File: src/rtl/mem_port_arbiter_pkg.sv
// High-level control types for the unified memory port arbiter:
// FSM state and owner encodings, bus widths and small helpers.
`ifndef WORD_SIZE
`define WORD_SIZE 32
`endif

package mem_port_arbiter_pkg;

    localparam int WordSize    = `WORD_SIZE;
    localparam int ByteEnWidth = WordSize / 8;

    typedef enum logic [1:0] {
        IDLE = 2'd0,
        REQ  = 2'd1,
        WAIT = 2'd2,
        DROP = 2'd3
    } memArbState;

    typedef enum logic {
        OWNER_DATA  = 1'b0,
        OWNER_FETCH = 1'b1
    } memOwner;

    // A granted fetch must be discarded when a redirect is present now
    // or was latched while the request was waiting for its grant.
    function automatic logic fetchDiscard(input memOwner owner,
                                          input logic flushNow,
                                          input logic flushSeen);
        logic discard;
        if (owner == OWNER_FETCH) begin
            discard = flushNow | flushSeen;
        end else begin
            discard = 1'b0;
        end
        return discard;
    endfunction

endpackage

File: src/rtl/mem_port_arbiter_if.sv
// Unified memory port: req/gnt/rvalid handshake between the arbiter
// (master) and the memory (slave).
interface mem_port_arbiter_if
    import mem_port_arbiter_pkg::*;
();

    logic                   MemReq;
    logic                   MemWriteEn;
    logic [WordSize-1:0]    MemAdr;
    logic [WordSize-1:0]    MemWriteData;
    logic [ByteEnWidth-1:0] MemByteEn;
    logic                   MemGnt;
    logic                   MemRValid;
    logic [WordSize-1:0]    MemRData;

    modport master (
        output MemReq,
        output MemWriteEn,
        output MemAdr,
        output MemWriteData,
        output MemByteEn,
        input  MemGnt,
        input  MemRValid,
        input  MemRData
    );

    modport slave (
        input  MemReq,
        input  MemWriteEn,
        input  MemAdr,
        input  MemWriteData,
        input  MemByteEn,
        output MemGnt,
        output MemRValid,
        output MemRData
    );

endinterface

File: src/rtl/mem_port_arbiter.sv
// Arbitrates the core's single memory port between instruction fetch
// and load/store. Data has strict priority; a fetch redirected while
// outstanding has its response swallowed in DROP. Request fields are
// registered on selection and held until the memory grants them.
module mem_port_arbiter
    import mem_port_arbiter_pkg::*;
(
    input  logic                   clk,
    input  logic                   reset,

    input  logic                   IFetchReq,
    input  logic [WordSize-1:0]    IFetchAdr,
    input  logic                   FetchFlush,
    output logic                   IFetchValid,
    output logic [31:0]            IFetchData,

    input  logic                   DataReq,
    input  logic                   DataWriteEn,
    input  logic [WordSize-1:0]    DataAdr,
    input  logic [WordSize-1:0]    DataWriteData,
    input  logic [ByteEnWidth-1:0] DataByteEn,
    output logic                   DataValid,
    output logic [WordSize-1:0]    DataReadData,

    mem_port_arbiter_if.master     memBus,

    output logic                   StallFetch,
    output logic                   StallData,
    output logic                   ProtocolError
);

    memArbState             stateR;
    memOwner                ownerR;
    logic                   flushSeenR;
    logic                   memReqR;
    logic                   memWriteEnR;
    logic [WordSize-1:0]    memAdrR;
    logic [WordSize-1:0]    memWriteDataR;
    logic [ByteEnWidth-1:0] memByteEnR;
    logic                   protocolErrorR;

    logic                   iFetchValidS;
    logic                   dataValidS;

    // Arbitration FSM with the registered memory request fields.
    always_ff @(posedge clk) begin
        if (reset) begin
            stateR         <= IDLE;
            ownerR         <= OWNER_DATA;
            flushSeenR     <= 1'b0;
            memReqR        <= 1'b0;
            memWriteEnR    <= 1'b0;
            memAdrR        <= '0;
            memWriteDataR  <= '0;
            memByteEnR     <= '0;
            protocolErrorR <= 1'b0;
        end else begin
            // A response with nothing outstanding is a memory-side fault.
            if (memBus.MemRValid && (stateR == IDLE || stateR == REQ)) begin
                protocolErrorR <= 1'b1;
            end else begin
                protocolErrorR <= protocolErrorR;
            end

            case (stateR)
                IDLE: begin
                    flushSeenR <= 1'b0;
                    if (DataReq) begin
                        ownerR        <= OWNER_DATA;
                        memReqR       <= 1'b1;
                        memWriteEnR   <= DataWriteEn;
                        memAdrR       <= DataAdr;
                        memWriteDataR <= DataWriteData;
                        memByteEnR    <= DataByteEn;
                        stateR        <= REQ;
                    end else if (IFetchReq && !FetchFlush) begin
                        ownerR        <= OWNER_FETCH;
                        memReqR       <= 1'b1;
                        memWriteEnR   <= 1'b0;
                        memAdrR       <= IFetchAdr;
                        memWriteDataR <= '0;
                        memByteEnR    <= '1;
                        stateR        <= REQ;
                    end else begin
                        stateR <= IDLE;
                    end
                end

                REQ: begin
                    // Remember a redirect so the late grant is still dropped.
                    if (FetchFlush && ownerR == OWNER_FETCH) begin
                        flushSeenR <= 1'b1;
                    end else begin
                        flushSeenR <= flushSeenR;
                    end
                    if (memBus.MemGnt) begin
                        memReqR <= 1'b0;
                        if (fetchDiscard(ownerR, FetchFlush, flushSeenR)) begin
                            stateR <= DROP;
                        end else begin
                            stateR <= WAIT;
                        end
                    end else begin
                        stateR <= REQ;
                    end
                end

                WAIT: begin
                    if (memBus.MemRValid) begin
                        stateR <= IDLE;
                    end else if (FetchFlush && ownerR == OWNER_FETCH) begin
                        stateR <= DROP;
                    end else begin
                        stateR <= WAIT;
                    end
                end

                DROP: begin
                    if (memBus.MemRValid) begin
                        stateR <= IDLE;
                    end else begin
                        stateR <= DROP;
                    end
                end

                default: begin
                    stateR  <= IDLE;
                    memReqR <= 1'b0;
                end
            endcase
        end
    end

    // Route the response to its owner in the cycle it arrives; a fetch
    // response coinciding with a redirect is suppressed.
    always_comb begin
        iFetchValidS = 1'b0;
        dataValidS   = 1'b0;
        if (!reset && stateR == WAIT && memBus.MemRValid) begin
            if (ownerR == OWNER_DATA) begin
                dataValidS = 1'b1;
            end else begin
                iFetchValidS = ~FetchFlush;
            end
        end else begin
            iFetchValidS = 1'b0;
            dataValidS   = 1'b0;
        end
    end

    assign IFetchValid  = iFetchValidS;
    assign DataValid    = dataValidS;
    assign IFetchData   = memBus.MemRData[31:0];
    assign DataReadData = memBus.MemRData;

    assign StallData  = DataReq & ~dataValidS;
    assign StallFetch = (IFetchReq & ~iFetchValidS & ~FetchFlush) | StallData;

    assign ProtocolError = protocolErrorR;

    assign memBus.MemReq       = memReqR;
    assign memBus.MemWriteEn   = memWriteEnR;
    assign memBus.MemAdr       = memAdrR;
    assign memBus.MemWriteData = memWriteDataR;
    assign memBus.MemByteEn    = memByteEnR;

endmodule

File: src/flat_wrapper.sv
// flat-port wrapper written by rule: the top's interface ports become plain ports
module mem_port_arbiter_flat import mem_port_arbiter_pkg::*;
  (clk, reset, IFetchReq, IFetchAdr, FetchFlush, IFetchValid, IFetchData, DataReq, DataWriteEn, DataAdr, DataWriteData, DataByteEn, DataValid, DataReadData, StallFetch, StallData, ProtocolError, memBus_MemReq, memBus_MemWriteEn, memBus_MemAdr, memBus_MemWriteData, memBus_MemByteEn, memBus_MemGnt, memBus_MemRValid, memBus_MemRData);
  mem_port_arbiter_if memBus_i ();
  input  logic clk;
  input  logic reset;
  input  logic IFetchReq;
  input  logic [WordSize-1:0] IFetchAdr;
  input  logic FetchFlush;
  output logic IFetchValid;
  output logic [31:0] IFetchData;
  input  logic DataReq;
  input  logic DataWriteEn;
  input  logic [WordSize-1:0] DataAdr;
  input  logic [WordSize-1:0] DataWriteData;
  input  logic [ByteEnWidth-1:0] DataByteEn;
  output logic DataValid;
  output logic [WordSize-1:0] DataReadData;
  output logic StallFetch;
  output logic StallData;
  output logic ProtocolError;
  output wire logic [$bits(memBus_i.MemReq)-1:0] memBus_MemReq;
  output wire logic [$bits(memBus_i.MemWriteEn)-1:0] memBus_MemWriteEn;
  output wire logic [$bits(memBus_i.MemAdr)-1:0] memBus_MemAdr;
  output wire logic [$bits(memBus_i.MemWriteData)-1:0] memBus_MemWriteData;
  output wire logic [$bits(memBus_i.MemByteEn)-1:0] memBus_MemByteEn;
  input wire logic [$bits(memBus_i.MemGnt)-1:0] memBus_MemGnt;
  input wire logic [$bits(memBus_i.MemRValid)-1:0] memBus_MemRValid;
  input wire logic [$bits(memBus_i.MemRData)-1:0] memBus_MemRData;
  assign memBus_MemReq = memBus_i.MemReq;
  assign memBus_MemWriteEn = memBus_i.MemWriteEn;
  assign memBus_MemAdr = memBus_i.MemAdr;
  assign memBus_MemWriteData = memBus_i.MemWriteData;
  assign memBus_MemByteEn = memBus_i.MemByteEn;
  assign memBus_i.MemGnt = memBus_MemGnt;
  assign memBus_i.MemRValid = memBus_MemRValid;
  assign memBus_i.MemRData = memBus_MemRData;
  mem_port_arbiter u_core (.clk(clk), .reset(reset), .IFetchReq(IFetchReq), .IFetchAdr(IFetchAdr), .FetchFlush(FetchFlush), .IFetchValid(IFetchValid), .IFetchData(IFetchData), .DataReq(DataReq), .DataWriteEn(DataWriteEn), .DataAdr(DataAdr), .DataWriteData(DataWriteData), .DataByteEn(DataByteEn), .DataValid(DataValid), .DataReadData(DataReadData), .memBus(memBus_i), .StallFetch(StallFetch), .StallData(StallData), .ProtocolError(ProtocolError));
endmodule
File: config.mk
export PLATFORM = sky130hd
export DESIGN_NAME = mem_port_arbiter_flat
export DESIGN_NICKNAME = d
export VERILOG_FILES = /design/src/rtl/mem_port_arbiter_pkg.sv /design/src/rtl/mem_port_arbiter_if.sv /design/src/rtl/mem_port_arbiter.sv /design/src/flat_wrapper.sv
export SDC_FILE = /design/constraint.sdc
export NUM_CORES = 1
export LEC_CHECK = 0
export ABC_AREA = 1
export CAP_MARGIN = 30
export CORE_MARGIN = 2
export CORE_UTILIZATION = 35
export CTS_CLUSTER_DIAMETER = 40
export DETAILED_ROUTE_END_ITERATION = 8
export GPL_ROUTABILITY_DRIVEN = 0
export PLACE_DENSITY = 0.88
export SLEW_MARGIN = 20
export SYNTH_ARGS = -nofsm -noshare
export SYNTH_HDL_FRONTEND = slang
export SYNTH_SLANG_ARGS = --single-unit
File: constraint.sdc
create_clock -name clk -period 1.41 [get_ports clk]
set_clock_uncertainty 0.1 [all_clocks]
set_input_delay 0.141 -clock clk [delete_from_list [all_inputs] [get_ports clk]]
set_output_delay 0.141 -clock clk [all_outputs]
set_load 0.05 [all_outputs]
==> results of run 1 <==
[logic make-up after synthesis]
| kind of cell | Yosys count | synth area share (%) |
|---|---|---|
| AOI/OAI and AO/OA | 42 | 5.53 |
| and+or+nand+nor | 330 | 34.1 |
| buffers and inverters | 136 | 21.3 |
| DFF | 75 | 39.0 |
[worst paths after layout]
check | startpoint | end | slack, ns
hold / removal | memBus_MemRData[23] | IFetchData[23] | 0.18
hold reg to reg | u_core.flushSeenR | u_core.flushSeenR | 0.38
setup reg to reg | u_core.stateR[0] | u_core.memBus.MemAdr[30] | -0.09
setup / recovery | u_core.stateR[0] | StallFetch | -0.20
[worst max-delay path: stages (launching register included)]
cell and delay (ns):
dfxtp_4 0.36, nor2_4 0.12, buf_4 0.11, nand4_1 0.11, nand2_1 0.11, nand2_2 0.07, buf_12 0.15
[sequential cells by signal (all words and copies together) (netlist names)]
signal                      cells
u_core.ProtocolError            1
u_core.stateR                   2
u_core.memBus.MemAdr           32
u_core.flushSeenR               1
u_core.memBus.MemWriteData     32
u_core.memBus.MemByteEn         4
u_core.memBus.MemReq            1
u_core.ownerR                   1
u_core.memBus.MemWriteEn        1
[routing by layer]
| metal | part of all wire (%) | vias to the layer above | wire length, um |
|---|---|---|---|
| met5 | 0 | - | 0 |
| met4 | 3.8 | 0 | 482 |
| met3 | 8.9 | 43 | 1130 |
| met2 | 50 | 188 | 6340 |
| met1 | 38 | 1808 | 4790 |
| li1 | - | 1993 | - |
[Yosys cell counts (all sizes together)]
library cell / count / share of area (%)
a21oi: 36 / 4.7
nor3: 1 / 0.13
inv: 41 / 4.1
nor2: 76 / 7.6
clkbuf: 8 / 0.78
o21a: 1 / 0.20
dfxtp: 75 / 39
buf: 87 / 16
nand4: 1 / 0.16
nand2: 209 / 21
o21ai: 5 / 0.65
nand3: 43 / 5.6
[layout make-up]
type / count / area share, %
well taps: 140 / 2.51
flip-flops and latches: 75 / 21.6
inverters: 41 / 2.32
repair buffers: 220 / 45.4
multi-input cells: 373 / 25.6
clock buffers: 9 / 1.78
clock inverters: 5 / 0.808
[repair_timing]
item,4_1_cts,5_1_grt
gates cloned,1,11
pin swaps,4,15
endpoints found under the hold margin,0,0
buffers inserted,4,3
setup endpoints to repair,33,73
resized for setup,16,77
[power by group through the flow]
| stage | sequential [W] | clock, W | combinational, W |
|---|---|---|---|
| after global routing | 0.00262 | 0.00173 | 0.00363 |
| after detailed placement | 0.00264 | 0 | 0.00292 |
| after floorplan | 0.00326 | 0 | 0.00121 |
| after global placement | 0.00262 | 0 | 0.00287 |
| after CTS | 0.00260 | 0.00164 | 0.00299 |
| final | 0.00259 | 0.00159 | 0.00344 |
[metrics by stage]
step	hold slack [ns]	util [%]	worst slack, ns
after floorplan	0.186	-	-0.000893
after global placement	0.183	57.5	-0.202
after detailed placement	0.183	57.5	-0.262
after CTS	0.183	60.1	-0.237
after global routing	0.182	64.6	-0.297
final	0.182	64.6	-0.202
==> flow_summary.json, run 1 <==
{
  "status": "complete, but fails checks",
  "violations": "negative setup slack",
  "port-buffer-count": 182,
  "grt_use_met1_pct": 21.0,
  "routed-via-count": 4032,
  "min_path_cells": 0,
  "gr-total-overflow": 0,
  "grt_max_degree": 46,
  "wl_per_cell_um": 14.8,
  "ios": 279,
  "maxCapViolCount": 0,
  "reg2reg_depth": 9,
  "fillCellCount": 875,
  "grt_pass1_vias": 3856,
  "cp_data_required_time_ns": 1.17,
  "cts_tree": "built",
  "cts_buffer_depth": 2,
  "drtIter0Drc": 171,
  "max_freq_mhz": 621,
  "finalPower_w": 0.00763,
  "cts_buffers": 9,
  "layout.nets": 860,
  "hold_violations": 0,
  "vdd_drop_max_v": 0.000568,
  "register_area_sq_um": 1510,
  "syn2layout_area_growth_pct": 81.3,
  "relSlewSlack_pct": 70.4,
  "drv_slew": 0,
  "grt_util_met2_pct": 34.2,
  "power_per_cell_area_nw_per_um2": 1090,
  "wl_um": 12700,
  "fin_ws_ns": -0.202,
  "start_util_pct": 35.6,
  "drive_above_1_share_pct": 27.5,
  "seqPwrFrac_pct": 34.0,
  "worstSetupPathType": "flop to output pin",
  "ys_types": 18,
  "worst_slew_pin_slew_ns": 0.445,
  "cts_root_buf": "clkbuf_8",
  "layout_common_cells": "174 x nand2_1, 106 x clkdlybuf4s50_1, 85 x buf_12",
  "grt_usage_pct": 19.5,
  "swShare_pct": 36.3,
  "dp_hpwl_um": 8530,
  "placedCellCount": 830,
  "min_period_ns": 1.61,
  "cts.sinks": 75,
  "diodes": 0,
  "p_sw_w": 0.00277,
  "place_area_sq_um": 6200,
  "yosys_warnings": 0,
  "avgSynthCellArea_sq_um": 6.60,
  "rsz0062_at_grt": "yes",
  "arrival_ns": 1.37,
  "dr.pass1.iters": 5,
  "antenna_left": 0,
  "synth_seq_cells": 75,
  "finalCritPeriodShare_pct": 114,
  "critPathMaxFanout": 3,
  "die_width_um": 109,
  "drc": 0,
  "setup_viol": 69,
  "design_area_sq_um": 6970,
  "met3_usage_pct": 6.99,
  "p_comb_share_pct": 45.1,
  "layout_commonest_cell": "nand2_1",
  "synth_area_sq_um": 3840,
  "clkLatencyLatePin_ns": 0.33,
  "antenna_found_initial": 0,
  "min_path_type": "input port to output pin",
  "leakage_nw": 3.08,
  "die_h_um": 109,
  "finalSetupTns_ns": -3.85,
  "cp-end-kind": "output pin",
  "synth_nets": 723,
  "grt_pass1_wl_um": 18100,
  "ys_seq_area_share_pct": 39.0,
  "start_kind": "flop",
  "num_rows": 38,
  "cts_max_level": 3,
  "pwr-share-clk_pct": 20.9,
  "die_area_sq_um": 11800,
  "coreArea_sq_um": 10800,
  "fin_cells": 863,
  "cts_hold_buf": 0,
  "internal_power_w": 0.00486,
  "synthCells": 583,
  "clk_pin_slew_ns": 0.07,
  "vias_per_cell": 4.67,
  "multi_input_area_sq_um": 1790,
  "grt.busiest_layer": "met2"
}
(Power assumes the default switching activity.)
==> run 2, diff against run 1 <==
--- a/config.mk
+++ b/config.mk
@@ -7,12 +7,14 @@
 export LEC_CHECK = 0
 export ABC_AREA = 1
 export CAP_MARGIN = 30
-export CORE_MARGIN = 2
-export CORE_UTILIZATION = 35
+export CORE_AREA = 2 2 108 110
 export CTS_CLUSTER_DIAMETER = 40
 export DETAILED_ROUTE_END_ITERATION = 8
+export DIE_AREA = 0 0 110 112
+export DONT_BUFFER_PORTS = 1
 export GPL_ROUTABILITY_DRIVEN = 0
-export PLACE_DENSITY = 0.88
+export HOLD_SLACK_MARGIN = 0.06
+export PLACE_DENSITY = 0.54
 export SLEW_MARGIN = 20
 export SYNTH_ARGS = -nofsm -noshare
 export SYNTH_HDL_FRONTEND = slang
==> run 2 against run 1 <==
Net effect: the flow finishes with violations (negative hold slack, negative setup slack); worst hold slack worse by 0.43 ns; first-iteration DRC count down 30%; routed wire length rose by 2.3%; via count down 1.7%; combinational power fell by 17%; sequential cell count unchanged; non-clock buffer count down 47; cell area decreased by 12%; register-to-register slack lost 0.10 ns; critical path depth increased by 2.
==> flow_summary.json, run 2 (synthesized netlist as in run 1, its figures left out) <==
{
  "drtIter0Drc": 119,
  "arrival_ns": 1.73,
  "status": "complete, but fails checks",
  "vdd_drop_max_v": 0.000662,
  "grt_pass1_vias": 3642,
  "min_path_type": "input port to flop",
  "layout_common_cells": "172 x nand2_1, 74 x dlygate4sd3_1, 74 x buf_4",
  "worst_slew_pin_slew_ns": 0.355,
  "cp-end-kind": "flop",
  "maxCapViolCount": 0,
  "coreArea_sq_um": 11200,
  "vias_per_cell": 4.82,
  "r2r_slack_ns": -0.19,
  "violations": "negative hold slack, negative setup slack",
  "relSlewSlack_pct": 76.3,
  "leakage_nw": 2.76,
  "start_kind": "flop",
  "drive_above_1_share_pct": 36.8,
  "cts_buffers": 9,
  "min_path_cells": 1,
  "grt_pass1_wl_um": 16800,
  "gr-total-overflow": 0,
  "start_util_pct": 34.4,
  "antenna_left": 0,
  "cts_tree": "built",
  "power_per_cell_area_nw_per_um2": 1270,
  "whs_endpoint": "u_core.stateR[1]",
  "fin_ws_ns": -0.194,
  "multi_input_area_sq_um": 2110,
  "die_h_um": 112,
  "syn2layout_area_growth_pct": 58.8,
  "num_rows": 39,
  "setup_viol": 74,
  "clk_pin_slew_ns": 0.06,
  "cts.sinks": 75,
  "finalSetupTns_ns": -10.92,
  "grt_usage_pct": 17.4,
  "clkLatencyLatePin_ns": 0.34,
  "max_stage_delay_ns": 0.35,
  "diodes": 0,
  "cts_hold_buf": 74,
  "rsz0062_at_grt": "yes",
  "worstSetupPathType": "flop to flop",
  "wl_per_cell_um": 15.8,
  "dr.pass1.iters": 5,
  "layout.nets": 815,
  "die_width_um": 110,
  "register_area_sq_um": 1510,
  "hold_violations": 38,
  "cpMaxStageDelayCell": "dfxtp_4",
  "antenna_found_initial": 0,
  "cp_cell_sequence": "buf_4, buf_6, nor2_4, buf_12, nand2_8, clkbuf_16, nand3_2, a21oi_2",
  "wl_um": 13000,
  "layout_commonest_cell": "nand2_1",
  "routed-via-count": 3963,
  "r2r-end": "u_core.memBus.MemWriteData[21]",
  "finalCritPeriodShare_pct": 114,
  "drc": 0,
  "holdWs_ns": -0.245,
  "port-buffer-count": 0,
  "fillCellCount": 998,
  "grt_max_degree": 47,
  "hp-start": "reset",
  "reg2reg_depth": 8,
  "reg2reg_from": "u_core.stateR[1]",
  "cts_root_buf": "clkbuf_16",
  "min_period_ns": 1.60,
  "cts_buffer_depth": 2,
  "ios": 279,
  "cp_data_required_time_ns": 1.54,
  "dp_hpwl_um": 7120,
  "drv_slew": 0,
  "critPathMaxFanout": 8,
  "cts_max_level": 3,
  "die_area_sq_um": 12300,
  "max_freq_mhz": 624
}
run 2: cell types whose count changed in the layout (fill, tap and decap cells not counted), moves of 4 or more:
cell             change
nand3_2             +31
buf_12              -76
a21oi_1             -20
nand3_1             -34
clkbuf_8             -9
clkdlybuf4s50_1    -106
clkbuf_16           +11
dlygate4sd3_1       +74
nor2_4               +4
a21oi_2             +20
buf_4               +60
run 2: how the worst max path moves through the flow:
stage	startpoint	end	slack [ns]	depth (start not counted)
floorplan	u_core.stateR[1]	IFetchValid	-0.0009	4
global placement	u_core.stateR[1]	StallData	0.03	5
detailed placement	u_core.stateR[1]	StallData	0.002	5
CTS	u_core.stateR[1]	DataValid	-0.17	6
global route	u_core.stateR[1]	u_core.memBus.MemAdr[29]	-0.28	9
finish	u_core.stateR[1]	u_core.memBus.MemWriteData[21]	-0.19	8
run 2: final cells by class:
cell class | count | share of cell area [%]
clock buffer | 9 | 3.69
tap | 143 | 2.93
timing repair inverter | 2 | 0.451
timing repair buffer | 173 | 29.5
inverter | 41 | 2.81
multi-input combinational | 373 | 34.6
sequential | 75 | 24.7
clock inverter | 7 | 1.35
run 2: repair_timing:
| action | CTS | global route |
|---|---|---|
| hold endpoints to repair | 75 | 38 |
| pin swaps | 4 | 14 |
| endpoints found under the setup margin | 5 | 73 |
| gates resized for setup | 15 | 154 |
| gates cloned | 1 | 16 |
| buffers inserted | 1 | 3 |
run 2: power breakdown:
group / internal, W / switching (W)
logic: 0.00111 / 0.00176
registers: 0.00235 / 0.000151
clock network: 0.00140 / 0.00100
total: 0.00486 / 0.00291
run 2: through the flow:
| step | setup slack [ns] | cells | utilization, % | area (sq um) | total power (W) |
|---|---|---|---|---|---|
| final | -0.194 | 823 | 54.6 | 6110 | 0.00777 |
| after CTS | -0.173 | 804 | 46.2 | 5160 | 0.00709 |
| after floorplan | -0.000893 | 583 | - | 3850 | 0.00447 |
| after global routing | -0.280 | 823 | 54.6 | 6110 | 0.00812 |
| after detailed placement | 0.00193 | 712 | 36.3 | 4050 | 0.00445 |
| after global placement | 0.0309 | 712 | 36.3 | 4050 | 0.00441 |
run 2: worst max-delay path: cells and delay by family, from the launching register on:
family          cells  cell delay [ns]
flops               1             0.35
compound gates      1             0.05
simple gates        3             0.39
buf+inv             4             0.60
run 2: per-layer routing:
metal	vias to the layer above	wire, um	GRT usage (%)
li1	1909	-	-
met5	-	0	0
met4	0	499	9.54
met1	1837	4820	18.0
met3	33	863	4.45
met2	184	6850	31.3
